## src/rtl/sc_lane_rotator_pkg.sv

```systemverilog
// Purpose : shared constants for the multi-lane pattern rotator.
// Latency : n/a (package only).
// Backpressure: n/a (package only).
package sc_lane_rotator_pkg;

    // Per-lane direction encoding on SC_LANE_ROTATOR_DIR.
    localparam logic DIR_RIGHT = 1'b0;  // rotate toward bit 0
    localparam logic DIR_LEFT  = 1'b1;  // rotate toward the MSB

    // Default build parameters.
    localparam int DEF_DATAWIDTH_BUS = 8;
    localparam int DEF_LANES         = 4;
    localparam int DEF_DIVWIDTH      = 8;

endpackage : sc_lane_rotator_pkg

```

## src/rtl/sc_lane_rotator_lane.sv

```systemverilog
// Purpose : one rotator lane: pattern register, step divider, optional bit probe.
// Latency : 1 cycle from load/tick edge to data_out/step_out (both registered).
// Backpressure: none; stepping is gated only by enable and a non-zero period.
//
// Ports:
//   SC_REGDD_CLOCK / SC_REGDD_RESET - clock, async active-high reset
//   enable    - global run; 0 freezes divider and pattern
//   load      - parallel-load strobe (wins over a step)
//   load_data - pattern to load
//   dir       - DIR_RIGHT / DIR_LEFT, only looked at on a tick
//   period    - step period in enabled cycles, 0 halts the lane
//   probe_col - (SC_LANE_ROTATOR_PROBE_EN only) bit index to observe
//   hit       - (SC_LANE_ROTATOR_PROBE_EN only) registered probed bit
//   data_out  - registered lane pattern
//   step_out  - one-cycle pulse alongside each newly rotated pattern
module sc_lane_rotator_lane
    import sc_lane_rotator_pkg::*;
#(
    parameter int DATAWIDTH_BUS = DEF_DATAWIDTH_BUS,
    parameter int DIVWIDTH      = DEF_DIVWIDTH
) (
    input  logic                     SC_REGDD_CLOCK,
    input  logic                     SC_REGDD_RESET,
    input  logic                     enable,
    input  logic                     load,
    input  logic [DATAWIDTH_BUS-1:0] load_data,
    input  logic                     dir,
    input  logic [DIVWIDTH-1:0]      period,
`ifdef SC_LANE_ROTATOR_PROBE_EN
    input  logic [$clog2(DATAWIDTH_BUS)-1:0] probe_col,
    output logic                     hit,
`endif
    output logic [DATAWIDTH_BUS-1:0] data_out,
    output logic                     step_out
);

    logic [DIVWIDTH-1:0]      cnt;
    logic                     run;
    logic                     tick;
    logic [DATAWIDTH_BUS-1:0] rot;
    logic [DATAWIDTH_BUS-1:0] pat_nxt;

    always_comb begin
        run  = enable && (period != '0);
        // ">=" rather than "==": if period shrinks below the running count,
        // the lane ticks on the very next enabled cycle and resynchronises.
        tick = run && (cnt >= (period - DIVWIDTH'(1)));
        if (dir == DIR_LEFT)
            rot = {data_out[DATAWIDTH_BUS-2:0], data_out[DATAWIDTH_BUS-1]};
        else
            rot = {data_out[0], data_out[DATAWIDTH_BUS-1:1]};
        if (load)
            pat_nxt = load_data;
        else if (tick)
            pat_nxt = rot;
        else
            pat_nxt = data_out;
    end

    always_ff @(posedge SC_REGDD_CLOCK or posedge SC_REGDD_RESET) begin
        if (SC_REGDD_RESET) begin
            data_out <= '0;
            cnt      <= '0;
            step_out <= 1'b0;
        end else begin
            data_out <= pat_nxt;
            step_out <= tick && !load;
            // A load restarts the divider so the next step is a full period out.
            if (load || tick)
                cnt <= '0;
            else if (run)
                cnt <= cnt + DIVWIDTH'(1);
        end
    end

`ifdef SC_LANE_ROTATOR_PROBE_EN
    logic hit_nxt;

    // Probe the next-state pattern so hit lines up with data_out.
    always_comb begin
        hit_nxt = 1'b0;
        if (32'(probe_col) < DATAWIDTH_BUS)
            hit_nxt = pat_nxt[probe_col];
    end

    always_ff @(posedge SC_REGDD_CLOCK or posedge SC_REGDD_RESET) begin
        if (SC_REGDD_RESET)
            hit <= 1'b0;
        else
            hit <= hit_nxt;
    end
`endif

endmodule : sc_lane_rotator_lane

```

## src/rtl/sc_lane_rotator.sv

```systemverilog
// Purpose : LANES independent pattern rotators with per-lane period/direction.
// Latency : 1 cycle from load/tick edge to DATA_OUT/STEP_OUT (registered).
// Backpressure: none; ENABLE=0 freezes every lane, PERIOD=0 freezes one lane.
//
// Optional feature: define SC_LANE_ROTATOR_PROBE_EN to add the column probe
// (SC_LANE_ROTATOR_PROBE_COL in, SC_LANE_ROTATOR_HIT out).
//
// Ports:
//   SC_REGDD_CLOCK, SC_REGDD_RESET  - clock, async active-high reset
//   SC_LANE_ROTATOR_ENABLE          - global run
//   SC_LANE_ROTATOR_LOAD[i]         - lane i load strobe
//   SC_LANE_ROTATOR_LOAD_DATA       - lane i pattern at [i*DATAWIDTH_BUS +: DATAWIDTH_BUS]
//   SC_LANE_ROTATOR_DIR[i]          - lane i direction (0 right, 1 left)
//   SC_LANE_ROTATOR_PERIOD          - lane i period at [i*DIVWIDTH +: DIVWIDTH]
//   SC_LANE_ROTATOR_DATA_OUT        - registered lane patterns
//   SC_LANE_ROTATOR_STEP_OUT[i]     - lane i step pulse
module sc_lane_rotator
    import sc_lane_rotator_pkg::*;
#(
    parameter int DATAWIDTH_BUS = DEF_DATAWIDTH_BUS,
    parameter int LANES         = DEF_LANES,
    parameter int DIVWIDTH      = DEF_DIVWIDTH
) (
    input  logic                             SC_REGDD_CLOCK,
    input  logic                             SC_REGDD_RESET,
    input  logic                             SC_LANE_ROTATOR_ENABLE,
    input  logic [LANES-1:0]                 SC_LANE_ROTATOR_LOAD,
    input  logic [LANES*DATAWIDTH_BUS-1:0]   SC_LANE_ROTATOR_LOAD_DATA,
    input  logic [LANES-1:0]                 SC_LANE_ROTATOR_DIR,
    input  logic [LANES*DIVWIDTH-1:0]        SC_LANE_ROTATOR_PERIOD,
`ifdef SC_LANE_ROTATOR_PROBE_EN
    input  logic [$clog2(DATAWIDTH_BUS)-1:0] SC_LANE_ROTATOR_PROBE_COL,
    output logic [LANES-1:0]                 SC_LANE_ROTATOR_HIT,
`endif
    output logic [LANES*DATAWIDTH_BUS-1:0]   SC_LANE_ROTATOR_DATA_OUT,
    output logic [LANES-1:0]                 SC_LANE_ROTATOR_STEP_OUT
);

    for (genvar i = 0; i < LANES; i++) begin : g_lane
        sc_lane_rotator_lane #(
            .DATAWIDTH_BUS (DATAWIDTH_BUS),
            .DIVWIDTH      (DIVWIDTH)
        ) u_lane (
            .SC_REGDD_CLOCK (SC_REGDD_CLOCK),
            .SC_REGDD_RESET (SC_REGDD_RESET),
            .enable         (SC_LANE_ROTATOR_ENABLE),
            .load           (SC_LANE_ROTATOR_LOAD[i]),
            .load_data      (SC_LANE_ROTATOR_LOAD_DATA[i*DATAWIDTH_BUS +: DATAWIDTH_BUS]),
            .dir            (SC_LANE_ROTATOR_DIR[i]),
            .period         (SC_LANE_ROTATOR_PERIOD[i*DIVWIDTH +: DIVWIDTH]),
`ifdef SC_LANE_ROTATOR_PROBE_EN
            .probe_col      (SC_LANE_ROTATOR_PROBE_COL),
            .hit            (SC_LANE_ROTATOR_HIT[i]),
`endif
            .data_out       (SC_LANE_ROTATOR_DATA_OUT[i*DATAWIDTH_BUS +: DATAWIDTH_BUS]),
            .step_out       (SC_LANE_ROTATOR_STEP_OUT[i])
        );
    end

endmodule : sc_lane_rotator

```

## config.mk

```make
export PLATFORM = sky130hd
export DESIGN_NAME = sc_lane_rotator
export DESIGN_NICKNAME = d
export VERILOG_FILES = /design/src/rtl/sc_lane_rotator_pkg.sv /design/src/rtl/sc_lane_rotator_lane.sv /design/src/rtl/sc_lane_rotator.sv
export SDC_FILE = /design/constraint.sdc
export NUM_CORES = 1
export LEC_CHECK = 0
export ABC_AREA = 1
export BUFFER_PORTS_ARGS = -buffer_cell sky130_fd_sc_hd__buf_2
export CORE_UTILIZATION = 57
export DETAILED_ROUTE_END_ITERATION = 12
export PLACE_DENSITY = 0.82
export SYNTH_ARGS = -nofsm -noshare
export SYNTH_HDL_FRONTEND = slang
export SYNTH_SLANG_ARGS = --single-unit
```

## constraint.sdc

```tcl
create_clock -name SC_REGDD_CLOCK -period 2.5 [get_ports SC_REGDD_CLOCK]
set_clock_uncertainty 0.15 [all_clocks]
set_input_delay 0.25 -clock SC_REGDD_CLOCK [delete_from_list [all_inputs] [get_ports SC_REGDD_CLOCK]]
set_output_delay 0.25 -clock SC_REGDD_CLOCK [all_outputs]
set_load 0.005 [all_outputs]
```

==> results of run 1 <==
## synthesized netlist by cell type (all sizes together), types with 12 or more instances
library cell,number,area [um^2]
a21oi,24,120
inv,132,495
ha,44,551
xor2,17,149
nand4,24,150
dfrtp,68,1700
nor2,68,295
o21ai,52,275
nand2,301,1170
nand3,70,350
clkbuf,12,45.0
buf,16,115
## stage by stage
step / area [um^2] / hold WS [ns] / instances
floorplan: 5560 / 0.307 / 848
global placement: 6140 / 0.0659 / 1062
detailed placement: 6140 / 0.0679 / 1062
CTS: 6360 / 0.0437 / 1079
global route: 6360 / 0.0735 / 1079
finish: 6360 / 0.0507 / 1079
## logic make-up after synthesis
group | count (synthesis) | share of synthesized area, %
xor gates and xnor gates | 27 | 4.25
adders and majority gates | 44 | 9.91
DFF | 68 | 30.6
AOI/OAI and AO/OA | 76 | 7.11
and+or+nand+nor | 473 | 36.3
buffers and inverters | 160 | 11.8
## report_power, final
group	switching (W)	internal (W)
clock network	0.000431	0.000492
logic	0.000368	0.000255
registers	0.0000850	0.00118
total	0.000884	0.00193
## cell usage in the layout (no fill, tap or decap), drive strengths merged
master | netlist | final
xor2 | 17 | 17
nor4 | 2 | 2
xnor2 | 10 | 10
buf | 16 | 113
clkinvlp | 0 | 1
inv | 132 | 133
clkbuf | 12 | 11
clkinv | 0 | 2
nor2 | 68 | 68
o21ai | 52 | 52
bufinv | 0 | 1
nand4 | 24 | 24
ha | 44 | 44
dlygate4sd3 | 0 | 1
a21oi | 24 | 24
dfrtp | 68 | 68
nand2 | 301 | 301
nand3 | 70 | 70
nor3 | 8 | 8
## final cells by class
type / count / area share (%)
Clock inverter: 5 / 0.945
Multi-Input combinational cell: 620 / 50.4
Tap cell: 129 / 2.54
Clock buffer: 11 / 2.22
Sequential cell: 68 / 26.8
Timing Repair Buffer: 114 / 9.37
Inverter: 132 / 7.80
## timing repair
action | in CTS | in global routing
gates resized for setup | 0 | 0
endpoints found under the hold margin | 11 | 0
hold buffers | 1 | 0
## sequential cells by signal, summed over array words and instances, names as in the netlist
register / flops
g_lane.u_lane.cnt: 32
g_lane.u_lane.data_out: 32
g_lane.u_lane.step_out: 4
## worst max-delay path: stages
cell	delay (ns)
buf_2	0.12
nor2_1	0.13
nand4_1	0.14
nor3_1	0.21
xor2_1	0.20
ha_1	0.28
a21oi_1	0.13
nand2_1	0.08
inv_1	0.05
nand2_1	0.08
nand2_4	0.13
nand2_2	0.20
nand2_1	0.12
nand2_1	0.05
## per-layer routing
layer	vias to the layer above	global-route usage, %
li1	2848	-
met1	2389	35.0
met2	151	41.1
met3	19	2.50
met4	0	8.81
met5	-	0
## worst paths after layout
check	startpoint	end	depth (start not counted)
worst min-delay path	SC_LANE_ROTATOR_LOAD_DATA[6]	g_lane[0].u_lane.data_out[6]$_DFFE_PP0P_	5
min in group asynchronous	SC_REGDD_RESET	g_lane[1].u_lane.data_out[7]$_DFFE_PP0P_	3
max in group asynchronous	SC_REGDD_RESET	g_lane[2].u_lane.data_out[1]$_DFFE_PP0P_	4
worst max register to register	g_lane[2].u_lane.cnt[2]$_DFFE_PP0P_	g_lane[2].u_lane.data_out[2]$_DFFE_PP0P_	11
worst min register to register	g_lane[1].u_lane.cnt[0]$_DFFE_PP0P_	g_lane[1].u_lane.cnt[0]$_DFFE_PP0P_	2
worst max-delay path	SC_LANE_ROTATOR_PERIOD[18]	g_lane[2].u_lane.data_out[2]$_DFFE_PP0P_	14
==> out/results.tsv, run 1 <==
metric	value	unit
path_clk_slew	0.08	ns
synthCells	848	
timing.fmax	478	MHz
period_share	83.7	%
cp_data_arrival_time	2.17	ns
synth_cell_types	22	
vias_per_cell	5.01	
vias	5407	
slew_headroom	70.2	%
ioPinCount	111	
core-area	9330	um^2
tritoncts	done	
max_cap_violations	0	
areaGrowthSynthToFinish	14.4	%
ys_seq_elements	68	
path_class	in2reg	
portBuffers	110	
gr-total-overflow	0	
post_cts_buffers	0	
hold_violations	0	
layout-drive-gt1-share	16.9	%
regArea	1700	um^2
syn_avg_cell_area	6.55	um^2
nFillCells	875	
antenna_found_initial	0	
grt_pass1_wl	20.6	mm
grt_max_degree	58	
async_flop_share	100	%
rsz0062_at_grt	no	
start_kind	primary input	
cp_max_fo	12	
dieArea	10100	um^2
multi_input_area	3200	um^2
peakVddDrop	0.297	mV
required	2.58	ns
synth_edf_count	0	
status	completed	
gp_congestion	0.835	
die_h	101	um
totalPowerFinal	0.00281	W
nets	1064	
cts_made_buffers	9	
drt-met1-wl	5.80	mm
end_kind	flip-flop	
dr.pass1.iters	5	
rows	35	
insertion_delay	0.34	ns
htreeDepth	3	
drc_errors	0	
min_period	2.09	ns
track_usage	25.2	%
ys_warn_count	0	
dieWidth	101	um
r2r_slack	0.53	ns
p_leak	3.76	nW
synthFlopType	dfrtp_1	
top_layer	met4	
setup_tns	0	ns
setup_ws	0.408	ns
worst_slew_pin_slew	0.446	ns
fin_util	68.1	%
wl_met3	584	um
final_antenna_net_count	0	
hp-class	in2reg	
mappedNetlistArea	5560	um^2
wl_met2	5.59	mm
start_util	59.6	%
yosysSeqAreaShare	30.6	%
clock-root-buffer	clkbuf_8	
num_antenna_cells	0	
post-place-ws	0.0597	ns
drt_iter0_drc	186	
grt_pass1_vias	4753	
wirelength	12.2	mm
slew_violations	0	
wl_per_cell	11.3	um
clock-sinks	68	
clock_path_buffers	2	
setup_viol_count_final	0	
synth_nets	967	
hpwl	9.34	mm
power.density	442	nW/um^2
No activity file was read; power rests on OpenSTA's default activity.
==> run 2, diff against run 1 <==
--- a/config.mk
+++ b/config.mk
@@ -7,9 +7,9 @@
 export LEC_CHECK = 0
 export ABC_AREA = 1
 export BUFFER_PORTS_ARGS = -buffer_cell sky130_fd_sc_hd__buf_2
-export CORE_UTILIZATION = 57
+export CORE_UTILIZATION = 51
 export DETAILED_ROUTE_END_ITERATION = 12
-export PLACE_DENSITY = 0.82
+export PLACE_DENSITY = 0.78
 export SYNTH_ARGS = -nofsm -noshare
 export SYNTH_HDL_FRONTEND = slang
 export SYNTH_SLANG_ARGS = --single-unit
==> constraint.sdc (replaced) <==
create_clock -name SC_REGDD_CLOCK -period 1.7 [get_ports SC_REGDD_CLOCK]
set_clock_uncertainty 0.15 [all_clocks]
set_input_delay 0.17 -clock SC_REGDD_CLOCK [delete_from_list [all_inputs] [get_ports SC_REGDD_CLOCK]]
set_output_delay 0.17 -clock SC_REGDD_CLOCK [all_outputs]
set_load 0.005 [all_outputs]
==> run 2 against run 1 <==
- the flow now finishes with violations (negative setup slack)
- non-clock buffer count up 119
- first-iteration DRC count grew 59%
- power grew 69%
- hold slack worse by 0.042 ns
- utilization grew 11 points
- routed wire length grew 38%
- sequential share of layout area is 6.1 points lower
- worst setup slack lost 0.69 ns
- clock power rose by 66%
- final area up 30%
- global-route usage rose by 1.7 points
- via count rose by 16%
- largest power group unchanged
- highest routed layer unchanged
==> out/results.tsv, run 2 (synthesized netlist as in run 1, its figures left out) <==
metric	value	unit
nets	1188	
rows	37	
antenna_found_initial	0	
required	1.79	ns
post-place-ws	-0.484	ns
final_antenna_net_count	0	
num_antenna_cells	0	
largestRegisters	g_lane.u_lane.cnt: 32 flops, g_lane.u_lane.data_out: 32 flops, g_lane.u_lane.step_out: 4 flops	
htreeDepth	3	
die_h	106	um
portBuffers	110	
ioPinCount	111	
start_kind	primary input	
grt_pass1_wl	24.7	mm
wl_per_cell	14.0	um
slew_violations	0	
layout-drive-gt1-share	35.0	%
path_class	in2reg	
mostFrequentLayoutCells	nand2_1, inv_1, buf_2, buf_4, dfrtp_1	
track_usage	26.9	%
final_common_cell	nand2_1	
cp_data_arrival_time	2.07	ns
insertion_delay	0.35	ns
start_util	53.1	%
wirelength	16.9	mm
gr-total-overflow	0	
min_period	1.98	ns
tritoncts	done	
finalNonFillerCells	1210	
worst_slew_pin_slew	0.399	ns
period_share	117	%
dieWidth	106	um
gp_congestion	0.843	
hold_violations	0	
dp.cells	1146	
vias	6272	
dieArea	11300	um^2
rsz0062_at_grt	yes	
path_clk_slew	0.08	ns
clock_path_buffers	2	
grt_pass1_vias	5588	
core-area	10500	um^2
max_cap_violations	0	
vias_per_cell	5.18	
peakVddDrop	0.478	mV
setup_viol_count_final	53	
hp-class	in2reg	
clock-root-buffer	clkbuf_8	
cp_max_fo	6	
grt_max_degree	69	
status	complete, but fails checks	
clock-sinks	68	
setup_tns	-6.39	ns
violations	negative setup slack	
fin_util	78.7	%
end_kind	flip-flop	
drt_iter0_drc	295	
hpwl	10.2	mm
areaGrowthSynthToFinish	48.2	%
slew_headroom	73.1	%
holdWs	0.00889	ns
p_leak	4.45	nW
dr.pass1.iters	5	
power.density	576	nW/um^2
setup_ws	-0.281	ns
cts_made_buffers	9	
drc_errors	0	
timing.fmax	505	MHz
run 2: where the power goes:
group          leakage [nW]  switching, W  internal [W]
Sequential            0.899      0.000132       0.00173
Clock                 0.105      0.000664      0.000863
Combinational          3.45      0.000744      0.000605
run 2: through the flow:
step,instance area [um^2],power [W]
after floorplan,5730,0.00249
after global placement,6900,0.00292
after detailed placement,6900,0.00294
after CTS,7730,0.00458
after global routing,8240,0.00498
final,8240,0.00474
run 2: critical path: stages:
cell     delay, ns
buf_2         0.13
nor2_2        0.11
nand3_2       0.12
nor3_4        0.16
xor2_1        0.17
ha_1          0.28
a21oi_1       0.22
nand2_1       0.10
inv_1         0.12
nand2_4       0.09
nand2_8       0.13
nand2_8       0.09
nand2_1       0.11
nand2_1       0.07
run 2: area by class of cell:
| cell class | instances | area, um^2 |
|---|---|---|
| sequential | 68 | 1700 |
| multi-input combinational | 625 | 3990 |
| tap | 136 | 170 |
| clock inverter | 6 | 87.6 |
| timing repair buffer | 233 | 1640 |
| fill | 693 | 2230 |
| clock buffer | 10 | 138 |
| inverter | 132 | 512 |
run 2: repair_timing:
action | CTS | global route
hold buffers | 27 | 0
gates cloned | 5 | 1
resized for setup | 46 | 97
endpoints found under the setup margin | 47 | 68
hold endpoints to repair | 94 | 0
pin swaps | 32 | 56
buffers inserted | 8 | 7
run 2: final timing paths:
| path | startpoint | to | slack [ns] | cells after the start |
|---|---|---|---|---|
| hold reg to reg | g_lane[1].u_lane.data_out[5]$_DFFE_PP0P_ | g_lane[1].u_lane.data_out[5]$_DFFE_PP0P_ | 0.39 | 2 |
| hold / removal | SC_LANE_ROTATOR_LOAD_DATA[8] | g_lane[1].u_lane.data_out[0]$_DFFE_PP0P_ | 0.009 | 5 |
| max in group asynchronous | SC_REGDD_RESET | g_lane[3].u_lane.cnt[6]$_DFFE_PP0P_ | 0.77 | 4 |
| setup / recovery | SC_LANE_ROTATOR_PERIOD[3] | g_lane[0].u_lane.data_out[2]$_DFFE_PP0P_ | -0.28 | 14 |
| setup reg to reg | g_lane[0].u_lane.cnt[7]$_DFFE_PP0P_ | g_lane[0].u_lane.data_out[2]$_DFFE_PP0P_ | -0.24 | 9 |
| min in group asynchronous | SC_REGDD_RESET | g_lane[0].u_lane.data_out[3]$_DFFE_PP0P_ | 0.34 | 4 |
run 2: per-layer routing:
metal | vias to the layer above | GRT usage (%) | part of all wire [%]
li1 | 3113 | - | -
met1 | 2907 | 34.6 | 43
met5 | - | 0 | 0
met2 | 210 | 46.8 | 50
met4 | 0 | 6.75 | 2.6
met3 | 42 | 4.41 | 4.7
==> run 3, diff against run 2 <==
--- a/config.mk
+++ b/config.mk
@@ -6,9 +6,9 @@
 export NUM_CORES = 1
 export LEC_CHECK = 0
 export ABC_AREA = 1
-export BUFFER_PORTS_ARGS = -buffer_cell sky130_fd_sc_hd__buf_2
-export CORE_UTILIZATION = 51
+export CORE_UTILIZATION = 59
 export DETAILED_ROUTE_END_ITERATION = 12
+export DONT_BUFFER_PORTS = 1
 export PLACE_DENSITY = 0.78
 export SYNTH_ARGS = -nofsm -noshare
 export SYNTH_HDL_FRONTEND = slang
==> run 3 against run 2 <==
- critical endpoint is now g_lane[3].u_lane.data_out[7]$_DFFE_PP0P_
- largest cell class unchanged
- the run still ends with negative setup slack left
- sequential cell count did not move
- largest power group unchanged
- sequential power rose by 2%
- first-iteration DRC count rose by 19%
==> out/results.tsv, run 3 (synthesized netlist as in run 1, its figures left out) <==
metric	value	unit
mostFrequentLayoutCells	nand2_1, inv_1, buf_4, dfrtp_1, o21ai_0	
num_antenna_cells	0	
pwr-share-clk	32.1	%
gr-total-overflow	0	
hold_path_startpoint	SC_LANE_ROTATOR_DIR[1]	
cts_made_buffers	9	
dieWidth	99.1	um
worst_slew_pin_slew	0.583	ns
drt_iter0_drc	352	
track_usage	31.6	%
ioPinCount	111	
min_path_cells	5	
use_met3	6.38	%
end_kind	flip-flop	
r2r_cells	11	
grt_max_degree	27	
switchingPower	0.00150	W
vias_per_cell	5.85	
period_share	113	%
totalPowerFinal	0.00453	W
r2r_slack	-0.22	ns
slew_headroom	61.0	%
hold_path_end	g_lane[1].u_lane.data_out[1]$_DFFE_PP0P_	
path_class	reg2reg	
fin_util	84.7	%
gp_congestion	0.857	
status	complete, but fails checks	
r2r-start	g_lane[3].u_lane.cnt[3]$_DFFE_PP0P_	
setup_viol_count_final	50	
violations	negative setup slack	
p_leak	3.98	nW
grt_util_met1	36.6	%
path_clk_slew	0.08	ns
power.density	582	nW/um^2
slew_violations	0	
final_antenna_net_count	0	
clock-sinks	68	
antenna_found_initial	0	
dr.pass1.iters	7	
crit_start	g_lane[3].u_lane.cnt[3]$_DFFE_PP0P_	
clock-root-buffer	clkbuf_8	
r2r-end	g_lane[3].u_lane.data_out[7]$_DFFE_PP0P_	
tritoncts	done	
vias	6274	
cp_data_arrival_time	2.01	ns
drc_errors	0	
holdWs	0.00571	ns
rows	35	
start_kind	flip-flop	
grt_pass1_wl	24.9	mm
final_common_cell	nand2_1	
largestRegisters	g_lane.u_lane.cnt: 32 flops, g_lane.u_lane.data_out: 32 flops, g_lane.u_lane.step_out: 4 flops	
dieArea	9810	um^2
layout-drive-gt1-share	28.0	%
cp_max_fo	7	
min_period	1.92	ns
max_cap_violations	0	
portBuffers	0	
areaGrowthSynthToFinish	40.1	%
die_h	99.1	um
hold_violations	0	
clock_path_buffers	2	
switching_share	33.2	%
timing.fmax	521	MHz
combPwrFrac	25.9	%
grt_pass1_vias	5694	
rsz0062_at_grt	yes	
required	1.79	ns
gr-usage-met2	57.2	%
wl_per_cell	17.1	um
wirelength	18.4	mm
nets	1077	
setup_ws	-0.221	ns
insertion_delay	0.36	ns
seq_power_share	42.1	%
setup_tns	-4.06	ns
hp-class	in2reg	
htreeDepth	3	
peakVddDrop	0.365	mV
hpwl	10.0	mm
p_int	0.00303	W
start_util	60.4	%
core-area	9200	um^2
post-place-ws	-0.342	ns
grt.busiest_layer	met2	
run 3: metrics by stage:
step | cells | cell area [um^2]
floorplan | 848 | 5730
global placement | 990 | 6160
detailed placement | 990 | 6160
CTS | 1056 | 7090
global route | 1073 | 7790
finish | 1073 | 7790
run 3: routing by layer:
layer | part of all wire (%) | wire length [um]
met2 | 51 | 9410
met4 | 4.3 | 787
met1 | 37 | 6820
met3 | 7.4 | 1370
met5 | 0 | 0
run 3: worst max path at each step:
stage	end	slack [ns]
6_report	g_lane[3].u_lane.data_out[7]$_DFFE_PP0P_	-0.22
3_5_place_dp	g_lane[0].u_lane.data_out[5]$_DFFE_PP0P_	-0.34
5_1_grt	g_lane[3].u_lane.data_out[7]$_DFFE_PP0P_	-0.26
2_1_floorplan	g_lane[3].u_lane.data_out[7]$_DFFE_PP0P_	-0.19
3_3_place_gp	g_lane[3].u_lane.data_out[6]$_DFFE_PP0P_	-0.26
4_1_cts	g_lane[3].u_lane.data_out[7]$_DFFE_PP0P_	-0.04
run 3: power groups by stage:
stage	clock (W)	combinational (W)	sequential, W
global placement	0	0.000742	0.00190
floorplan	0	0.000620	0.00187
CTS	0.00144	0.000925	0.00189
finish	0.00145	0.00117	0.00191
detailed placement	0	0.000775	0.00191
global route	0.00153	0.00128	0.00192
run 3: area by class of cell:
type / count / area (um^2)
multi-input cells: 624 / 4140
flip-flops and latches: 68 / 1700
fillers: 480 / 1410
repair buffers: 123 / 1090
inverters: 132 / 512
clock buffers: 14 / 173
well taps: 111 / 139
clock inverters: 1 / 30.0
run 3: worst max-delay path: stages, from the launching register on:
cell and delay (ns):
dfrtp_1 0.42, ha_4 0.24, nand2_1 0.09, nand2_1 0.06, nor2_1 0.13, nand2_1 0.10
nand2_1 0.10, nand2_2 0.10, nand2_8 0.15, nand2_8 0.10, nand2_2 0.09, nand2_1 0.08
run 3: what timing repair did:
item	in CTS	in global routing
setup endpoints to repair	56	68
buffers inserted	7	15
hold endpoints to repair	121	0
hold buffers	43	0
gates resized for setup	40	101
pin swaps	44	69
cloned	1	3
